[src/rtl/jam_pkg.sv]
// -----------------------------------------------------------------------------
// jam_pkg
// Shared definitions for the exhaustive job-assignment engine.
//   - jam_state_e : controller state encoding (IDLE, LOAD, EVAL, DONE)
//   - jam_clog2   : ceiling log2, never below 1, for index/sum widths
//   - jam_perm_t  : packed permutation container sized for the largest
//                   legal configuration (N=8, 3-bit indices)
// -----------------------------------------------------------------------------
package jam_pkg;

    typedef enum logic [1:0] {
        ST_IDLE = 2'd0,
        ST_LOAD = 2'd1,
        ST_EVAL = 2'd2,
        ST_DONE = 2'd3
    } jam_state_e;

    localparam int JAM_MAX_N     = 8;
    localparam int JAM_MAX_IDX_W = 3;

    typedef logic [JAM_MAX_N*JAM_MAX_IDX_W-1:0] jam_perm_t;

    // Ceiling log2 with a floor of 1 so a 2-entry index still gets a bit.
    function automatic int jam_clog2(input int value);
        int result;
        result = 1;
        for (int i = 1; i < 31; i++) begin
            if ((32'sd1 <<< i) < value) begin
                result = i + 1;
            end else begin
                result = result;
            end
        end
        return result;
    endfunction

endpackage

[src/rtl/jam_next_perm.sv]
// -----------------------------------------------------------------------------
// jam_next_perm
// Combinational lexicographic successor of a packed permutation.
// Element i (job of worker i) lives in perm[i*IDX_W +: IDX_W]; element 0 is
// the most significant position of the lexicographic order.
// Ports:
//   perm      in   N*IDX_W  current permutation
//   next_perm out  N*IDX_W  lexicographic successor (don't-care when last)
//   is_last   out  1        perm is fully descending (no successor)
// -----------------------------------------------------------------------------
module jam_next_perm
    import jam_pkg::*;
#(
    parameter int N     = 8,
    parameter int IDX_W = 3
) (
    input  logic [N*IDX_W-1:0] perm,
    output logic [N*IDX_W-1:0] next_perm,
    output logic               is_last
);

    logic [IDX_W-1:0] cur_s [N];
    logic [IDX_W-1:0] swp_s [N];
    logic [IDX_W-1:0] piv_val_s;
    logic [IDX_W-1:0] succ_val_s;
    int               pivot_s;
    int               succ_s;

    // Unpack the flat vector into per-worker elements.
    always_comb begin
        for (int i = 0; i < N; i++) begin
            cur_s[i] = perm[i*IDX_W +: IDX_W];
        end
    end

    // Pivot is the rightmost ascent; -1 means the permutation is descending.
    always_comb begin
        pivot_s = -1;
        for (int i = 0; i < N - 1; i++) begin
            pivot_s = (cur_s[i] < cur_s[i+1]) ? i : pivot_s;
        end
    end

    // The suffix right of the pivot is descending, so the rightmost element
    // larger than the pivot is the smallest larger one.
    always_comb begin
        piv_val_s = {IDX_W{1'b0}};
        for (int m = 0; m < N; m++) begin
            piv_val_s = (m == pivot_s) ? cur_s[m] : piv_val_s;
        end
        succ_s     = pivot_s;
        succ_val_s = piv_val_s;
        for (int m = 0; m < N; m++) begin
            if ((m > pivot_s) && (cur_s[m] > piv_val_s)) begin
                succ_s     = m;
                succ_val_s = cur_s[m];
            end else begin
                succ_s     = succ_s;
                succ_val_s = succ_val_s;
            end
        end
    end

    // Swap pivot with its successor element.
    always_comb begin
        for (int i = 0; i < N; i++) begin
            if (i == pivot_s) begin
                swp_s[i] = succ_val_s;
            end else if (i == succ_s) begin
                swp_s[i] = piv_val_s;
            end else begin
                swp_s[i] = cur_s[i];
            end
        end
    end

    // Reverse the suffix after the pivot and repack; constant indices only.
    always_comb begin
        int src;
        next_perm = {(N*IDX_W){1'b0}};
        for (int k = 0; k < N; k++) begin
            src = (k <= pivot_s) ? k : (N + pivot_s - k);
            for (int m = 0; m < N; m++) begin
                if (m == src) begin
                    next_perm[k*IDX_W +: IDX_W] = swp_s[m];
                end else begin
                    next_perm[k*IDX_W +: IDX_W] = next_perm[k*IDX_W +: IDX_W];
                end
            end
        end
        is_last = (pivot_s < 0);
    end

endmodule

[src/rtl/jam_param.sv]
// -----------------------------------------------------------------------------
// jam_param
// Exhaustive N-worker / N-job assignment engine. Walks every permutation in
// lexicographic order, sums the per-worker costs fetched through the W/J
// lookup port and reports the minimum total, how many permutations reach it
// and the first (lexicographically smallest) minimiser.
// Optional build macro JAM_PRUNE_EN: abandon a permutation as soon as its
// partial sum exceeds the current minimum (results unchanged, fewer cycles).
// Ports:
//   CLK        in   1        clock, rising edge
//   RST_N      in   1        asynchronous active-low reset
//   Start      in   1        run request, honoured only when idle
//   Busy       out  1        run in progress (through the DONE cycle)
//   W          out  IDX_W    worker index of the current cost lookup
//   J          out  IDX_W    job index of the current lookup (= perm[W])
//   Cost       in   COST_W   cost of (W,J), used in the same cycle
//   MinCost    out  SUM_W    minimum total cost
//   MatchCount out  CNT_W    permutations reaching MinCost (saturating)
//   BestPerm   out  N*IDX_W  job of worker i in [i*IDX_W +: IDX_W]
//   Valid      out  1        one-cycle pulse: results are final
// -----------------------------------------------------------------------------
module jam_param
    import jam_pkg::*;
#(
    parameter int N      = 8,
    parameter int COST_W = 7,
    parameter int IDX_W  = jam_clog2(N),
    parameter int SUM_W  = COST_W + jam_clog2(N),
    parameter int CNT_W  = 16
) (
    input  logic               CLK,
    input  logic               RST_N,
    input  logic               Start,
    output logic               Busy,
    output logic [IDX_W-1:0]   W,
    output logic [IDX_W-1:0]   J,
    input  logic [COST_W-1:0]  Cost,
    output logic [SUM_W-1:0]   MinCost,
    output logic [CNT_W-1:0]   MatchCount,
    output logic [N*IDX_W-1:0] BestPerm,
    output logic               Valid
);

    localparam int               PW     = N * IDX_W;
    localparam logic [IDX_W-1:0] LAST_W = IDX_W'(N - 1);

    function automatic logic [PW-1:0] identity_perm();
        logic [PW-1:0] p;
        p = {PW{1'b0}};
        for (int i = 0; i < N; i++) begin
            p[i*IDX_W +: IDX_W] = IDX_W'(i);
        end
        return p;
    endfunction

    localparam logic [PW-1:0] IDENT_PERM = identity_perm();

    jam_state_e       state_r;
    jam_state_e       state_nx_s;
    logic [PW-1:0]    perm_r;
    logic [PW-1:0]    next_perm_s;
    logic             is_last_s;
    logic [IDX_W-1:0] w_r;
    logic [IDX_W-1:0] j_s;
    logic [SUM_W-1:0] acc_r;
    logic [SUM_W-1:0] acc_sum_s;
    logic [SUM_W-1:0] min_r;
    logic [CNT_W-1:0] cnt_r;
    logic [PW-1:0]    best_r;
    logic             busy_r;
    logic             valid_r;
    logic             busy_nx_s;
    logic             valid_nx_s;
    logic             load_end_s;

    jam_next_perm #(
        .N     (N),
        .IDX_W (IDX_W)
    ) u_next_perm (
        .perm      (perm_r),
        .next_perm (next_perm_s),
        .is_last   (is_last_s)
    );

    // Running sum including this cycle's cost; sized so it cannot overflow.
    always_comb begin
        acc_sum_s = acc_r + {{(SUM_W-COST_W){1'b0}}, Cost};
    end

    // Decide whether the current LOAD cycle is the last read of this permutation.
    always_comb begin
`ifdef JAM_PRUNE_EN
        load_end_s = (w_r == LAST_W) || (acc_sum_s > min_r);
`else
        load_end_s = (w_r == LAST_W);
`endif
    end

    // Job index for the current lookup, selected from registered state only.
    always_comb begin
        j_s = {IDX_W{1'b0}};
        for (int i = 0; i < N; i++) begin
            j_s = (w_r == IDX_W'(i)) ? perm_r[i*IDX_W +: IDX_W] : j_s;
        end
    end

    // FSM state register.
    always_ff @(posedge CLK or negedge RST_N) begin
        if (!RST_N) begin
            state_r <= ST_IDLE;
        end else begin
            state_r <= state_nx_s;
        end
    end

    // FSM next-state logic.
    always_comb begin
        state_nx_s = state_r;
        case (state_r)
            ST_IDLE: state_nx_s = Start ? ST_LOAD : ST_IDLE;
            ST_LOAD: state_nx_s = load_end_s ? ST_EVAL : ST_LOAD;
            ST_EVAL: state_nx_s = is_last_s ? ST_DONE : ST_LOAD;
            ST_DONE: state_nx_s = ST_IDLE;
            default: state_nx_s = ST_IDLE;
        endcase
    end

    // FSM outputs, decoded from the next state so they register in step.
    always_comb begin
        busy_nx_s  = (state_nx_s != ST_IDLE);
        valid_nx_s = (state_nx_s == ST_DONE);
    end

    // Datapath: permutation, lookup index, accumulator and result registers.
    always_ff @(posedge CLK or negedge RST_N) begin
        if (!RST_N) begin
            perm_r  <= IDENT_PERM;
            w_r     <= {IDX_W{1'b0}};
            acc_r   <= {SUM_W{1'b0}};
            min_r   <= {SUM_W{1'b1}};
            cnt_r   <= {CNT_W{1'b0}};
            best_r  <= {PW{1'b0}};
            busy_r  <= 1'b0;
            valid_r <= 1'b0;
        end else begin
            busy_r  <= busy_nx_s;
            valid_r <= valid_nx_s;
            case (state_r)
                ST_IDLE: begin
                    if (Start) begin
                        perm_r <= IDENT_PERM;
                        w_r    <= {IDX_W{1'b0}};
                        acc_r  <= {SUM_W{1'b0}};
                        min_r  <= {SUM_W{1'b1}};
                        cnt_r  <= {CNT_W{1'b0}};
                    end else begin
                        perm_r <= perm_r;
                    end
                end
                ST_LOAD: begin
                    acc_r <= acc_sum_s;
                    // Hold W on the final read so it never points past N-1.
                    if (!load_end_s) begin
                        w_r <= w_r + IDX_W'(1);
                    end else begin
                        w_r <= w_r;
                    end
                end
                ST_EVAL: begin
                    if (acc_r < min_r) begin
                        min_r  <= acc_r;
                        cnt_r  <= CNT_W'(1);
                        best_r <= perm_r;
                    end else if (acc_r == min_r) begin
                        // Ties only bump the count; the first minimiser is kept.
                        if (cnt_r != {CNT_W{1'b1}}) begin
                            cnt_r <= cnt_r + CNT_W'(1);
                        end else begin
                            cnt_r <= cnt_r;
                        end
                    end else begin
                        min_r <= min_r;
                    end
                    acc_r <= {SUM_W{1'b0}};
                    w_r   <= {IDX_W{1'b0}};
                    if (!is_last_s) begin
                        perm_r <= next_perm_s;
                    end else begin
                        perm_r <= perm_r;
                    end
                end
                ST_DONE: begin
                    perm_r <= perm_r;
                end
                default: begin
                    perm_r <= perm_r;
                end
            endcase
        end
    end

    assign Busy       = busy_r;
    assign Valid      = valid_r;
    assign W          = w_r;
    assign J          = j_s;
    assign MinCost    = min_r;
    assign MatchCount = cnt_r;
    assign BestPerm   = best_r;

endmodule

[config.mk]
export PLATFORM = sky130hd
export DESIGN_NAME = jam_param
export DESIGN_NICKNAME = d
export VERILOG_FILES = /design/src/rtl/jam_pkg.sv /design/src/rtl/jam_next_perm.sv /design/src/rtl/jam_param.sv
export SDC_FILE = /design/constraint.sdc
export NUM_CORES = 1
export LEC_CHECK = 0
export ABC_AREA = 1
export CAP_MARGIN = 20
export CORE_UTILIZATION = 40
export DETAILED_ROUTE_END_ITERATION = 6
export SYNTH_ARGS = -nofsm -noshare
export SYNTH_HDL_FRONTEND = slang
export SYNTH_SLANG_ARGS = --single-unit
[constraint.sdc]
create_clock -name CLK -period 15.1 [get_ports CLK]
set_input_delay 2.265 -clock CLK [delete_from_list [all_inputs] [get_ports CLK]]
set_output_delay 2.265 -clock CLK [all_outputs]
set_load 0.01 [all_outputs]
==> impl_metrics.sql <==
INSERT INTO impl_metrics (metric_group, metric, value, unit) VALUES
('die', 'height_of_the_chip', '156', 'um'),
('worst_setup_path', 'critical_path.startpoint_type', 'flip-flop', ''),
('clocking', 'cts.reportedPaths.clkPinSlew', '0.08', 'ns'),
('synthesis', 'post_synth_inst_count', '1472', ''),
('routing', 'detail_route.vias_per_cell', '5.50', ''),
('min_path', 'min-delay-path-class', 'reg2reg', ''),
('synthesis', 'synth_top_area_share', '18.2', '%'),
('timing', 'rsz0062_at_grt', 'false', ''),
('synthesis', 'ys_seq_elements', '91', ''),
('grt', 'groute.usage.overall', '29.9', '%'),
('clocking', 'clkLatencyLatePin', '0.35', 'ns'),
('job', 'timing.max_cap.violations', '0', ''),
('timing', 'setup-violations-final', '0', ''),
('worst_setup_path', 'timing.critical_path.fanout_max', '15', ''),
('synthesis', 'postSynthAreaPerCell', '6.44', 'sq um'),
('synthesis', 'ys_warn_count', '0', ''),
('clocking', 'cts.repair_timing.setup_buffer_count', '0', ''),
('timing', 'max_freq', '118', 'MHz'),
('grt', 'antenna_violations_before_repair', '0', ''),
('outcome', 'outcome', 'complete, but fails checks', ''),
('timing', 'tightestPinTransition', '0.976', 'ns'),
('timing', 'fin_worst_hold_slack', '0.487', 'ns'),
('placement', 'dp_worst_setup_slack', '6.88', 'ns'),
('worst_setup_path', 'timing.critical_path.buf_inv', '9', ''),
('clocking', 'holdBufCountCts', '0', ''),
('clocking', 'cts_max_path_buffers', '2', ''),
('clocking', 'cts_made_buffers', '9', ''),
('routing', 'drt-wirelength-per-cell', '19.1', 'um'),
('synthesis', 'post_synth_arst_share', '100', '%'),
('outcome', 'violations_in_the_final_reports', 'DRC', ''),
('timing', 'fin_crit_sh', '56.4', '%'),
('die', 'design.portCount', '68', ''),
('worst_setup_path', 'worst_ep_required_time', '15.39', 'ns'),
('routing', 'remaining_drc_errors', '4', ''),
('die', 'die-area', '24300', 'sq um'),
('timing', 'finalClockSkew', '0.0135', 'ns'),
('routing', 'route.final.wire_length', '35.3', 'mm'),
('worst_setup_path', 'worst_ep_arrival_time', '8.80', 'ns'),
('synthesis', 'synth-edff-count', '0', ''),
('timing', 'final-hold-violation-count', '0', ''),
('timing', 'slew-limit-headroom', '34.2', '%'),
('timing', 'slew_violations', '0', ''),
('routing', 'routed_antenna_nets', '0', ''),
('final_layout', 'finish.net_count', '1617', ''),
('routing', 'detail_route.iter0.violations', '962', ''),
('grt', 'overflow', '0', ''),
('clocking', 'cts_tree', 'done', ''),
('worst_setup_path', 'slowest_delay', '0.68', 'ns'),
('final_layout', 'layout-drive-gt1-share', '9.54', '%'),
('worst_setup_path', 'timing.setup.critical_path_class', 'reg2reg', ''),
('placement', 'place_congestion', '1.04', ''),
('synthesis', 'synth_cell_types', '63', ''),
('clocking', 'cts_resized', '0', ''),
('worst_setup_path', 'timing.critical_path.slowest_stage_cell', 'clkinv_1', ''),
('worst_setup_path', 'critical_path.top_delay_family', 'simple AND/OR/NAND/NOR gates', ''),
('routing', 'detailedRoute.firstPassIterationCount', '7', ''),
('timing', 'fin_ws', '6.59', 'ns'),
('die', 'start_util', '41.4', '%'),
('synthesis', 'sequential_fraction_of_the_synthesis_area', '24.3', '%'),
('clocking', 'cts_sinks', '91', ''),
('synthesis', 'dominantRegCellSynth', 'dfrtp_1', ''),
('placement', 'numPortBuffers', '67', ''),
('clocking', 'clock_root_buffer_master', 'clkbuf_16', ''),
('synthesis', 'cell_types_occupying_the_most_area_after_synthesis', 'dfrtp_1 18%, nand2_1 15%, inv_1 9.3%', ''),
('timing', 'final_period_minus_worst_setup_slack', '8.51', 'ns'),
('synthesis', 'synthesis.nets', '1553', ''),
('final_layout', 'final_core_utilization', '47.1', '%'),
('grt', 'grt_pass1_wl', '54.9', 'mm'),
('die', 'die_x', '156', 'um'),
('final_layout', 'n_antenna_cell', '0', ''),
('die', 'design.core.area', '22900', 'sq um'),
('routing', 'route.vias.total', '10200', ''),
('timing', 'timing.setup.tns', '0', 'ns'),
('synthesis', 'yosys.cell_count.top_type', 'nand2_1', ''),
('placement', 'place_hpwl', '28.2', 'mm'),
('die', 'placementRows', '55', ''),
('final_layout', 'area.growth.synth_to_final', '13.8', '%'),
('grt', 'first_global_vias', '9483', ''),
('clocking', 'ctsHtreeMaxLevel', '3', ''),
('synthesis', 'synth_top_cells_by_count', '382 x nand2_1, 234 x inv_1, 129 x nor2_1, 121 x nand3_1, 78 x o21ai_0', ''),
('worst_setup_path', 'crit_path_end_kind', 'flip-flop', ''),
('synthesis', 'post-synth-top-area-cell', 'dfrtp_1', ''),
('grt', 'grt_max_degree', '57', ''),
('synthesis', 'synthesis.area', '9480', 'sq um');
## cell usage in the layout (no fill, tap or decap), types with 10 or more instances in the layout
cell | synthesis | layout
nand3_1 | 121 | 121
a21oi_1 | 60 | 60
o21ai_1 | 17 | 17
nand2_1 | 382 | 382
nand3_2 | 10 | 10
nor2_1 | 129 | 128
dfstp_2 | 22 | 22
inv_2 | 24 | 24
inv_1 | 234 | 234
nor3_1 | 29 | 29
nand2_2 | 26 | 26
ha_1 | 70 | 70
o21ai_0 | 78 | 78
o211ai_1 | 13 | 13
dfrtp_1 | 69 | 69
o21a_1 | 24 | 24
clkdlybuf4s50_1 | 0 | 66
nand4_1 | 42 | 42
## stage by stage
step,area (sq um),instances
after floorplan,9480,1472
after global placement,10500,1838
after detailed placement,10500,1838
after CTS,10800,1854
after global routing,10800,1854
final,10800,1854
## final timing paths
check | from | endpoint | slack [ns] | cells past startpoint
worst max-delay path | perm_r[8]$_DFFE_PN0P_ | perm_r[7]$_DFFE_PN1P_ | 6.59 | 40
worst min-delay path | BestPerm[11]$_DFFE_PN0P_ | BestPerm[11]$_DFFE_PN0P_ | 0.49 | 1
worst max register to register | perm_r[8]$_DFFE_PN0P_ | perm_r[7]$_DFFE_PN1P_ | 6.59 | 40
worst min register to register | BestPerm[11]$_DFFE_PN0P_ | BestPerm[11]$_DFFE_PN0P_ | 0.49 | 1
max in group asynchronous | RST_N | perm_r[12]$_DFFE_PN0P_ | 12.15 | 2
min in group asynchronous | RST_N | acc_r[4]$_DFFE_PN0P_ | 1.90 | 1
## sequential cells by signal, summed over array words and instances (netlist names)
register	count
perm_r	24
acc_r	10
Busy	1
BestPerm	24
MinCost	10
W	3
MatchCount	16
Valid	1
state_r	2
## cells by family (layout without fill, tap and decap cells)
group | after synthesis | count (layout) | synth area share [%]
multiplexers | 1 | 1 | 0.119
flip-flops | 91 | 91 | 24.3
XOR/XNOR | 7 | 7 | 0.647
AND/OR/NAND/NOR | 777 | 777 | 38.0
AO/OA/AOI/OAI | 243 | 243 | 15.8
buffers and inverters | 282 | 351 | 11.7
adder cells (fa/ha/maj) | 71 | 71 | 9.45
## routing by layer
layer	vias up	track usage [%]	routed length, um	share of wire [%]
met4	0	12.7	1310	3.7
met3	75	3.92	2690	7.6
met5	-	0	0	0
met1	4742	41.8	15900	45
met2	453	46.0	15400	44
li1	4936	-	-	-
## worst register-to-register path, delay by kind of cell (launching register included)
| family | cells | cell delay [ns] |
|---|---|---|
| AO/OA/AOI/OAI | 11 | 2.16 |
| adder cells (fa/ha/maj) | 4 | 1.34 |
| buffers and inverters | 9 | 1.77 |
| flip-flops | 1 | 0.57 |
| AND/OR/NAND/NOR | 16 | 2.62 |
## layout make-up
class	count	area [sq um]
Inverter	264	996
Fill cell	2427	12100
Clock buffer	10	229
Sequential cell	91	2300
Clock inverter	6	96.3
Multi-Input combinational cell	1099	6070
Tap cell	313	392
Timing Repair Buffer	71	698
Power is left out: the tool's default activity adds up to more than one toggle a clock period on the data nets, which glitch-free logic cannot reach.
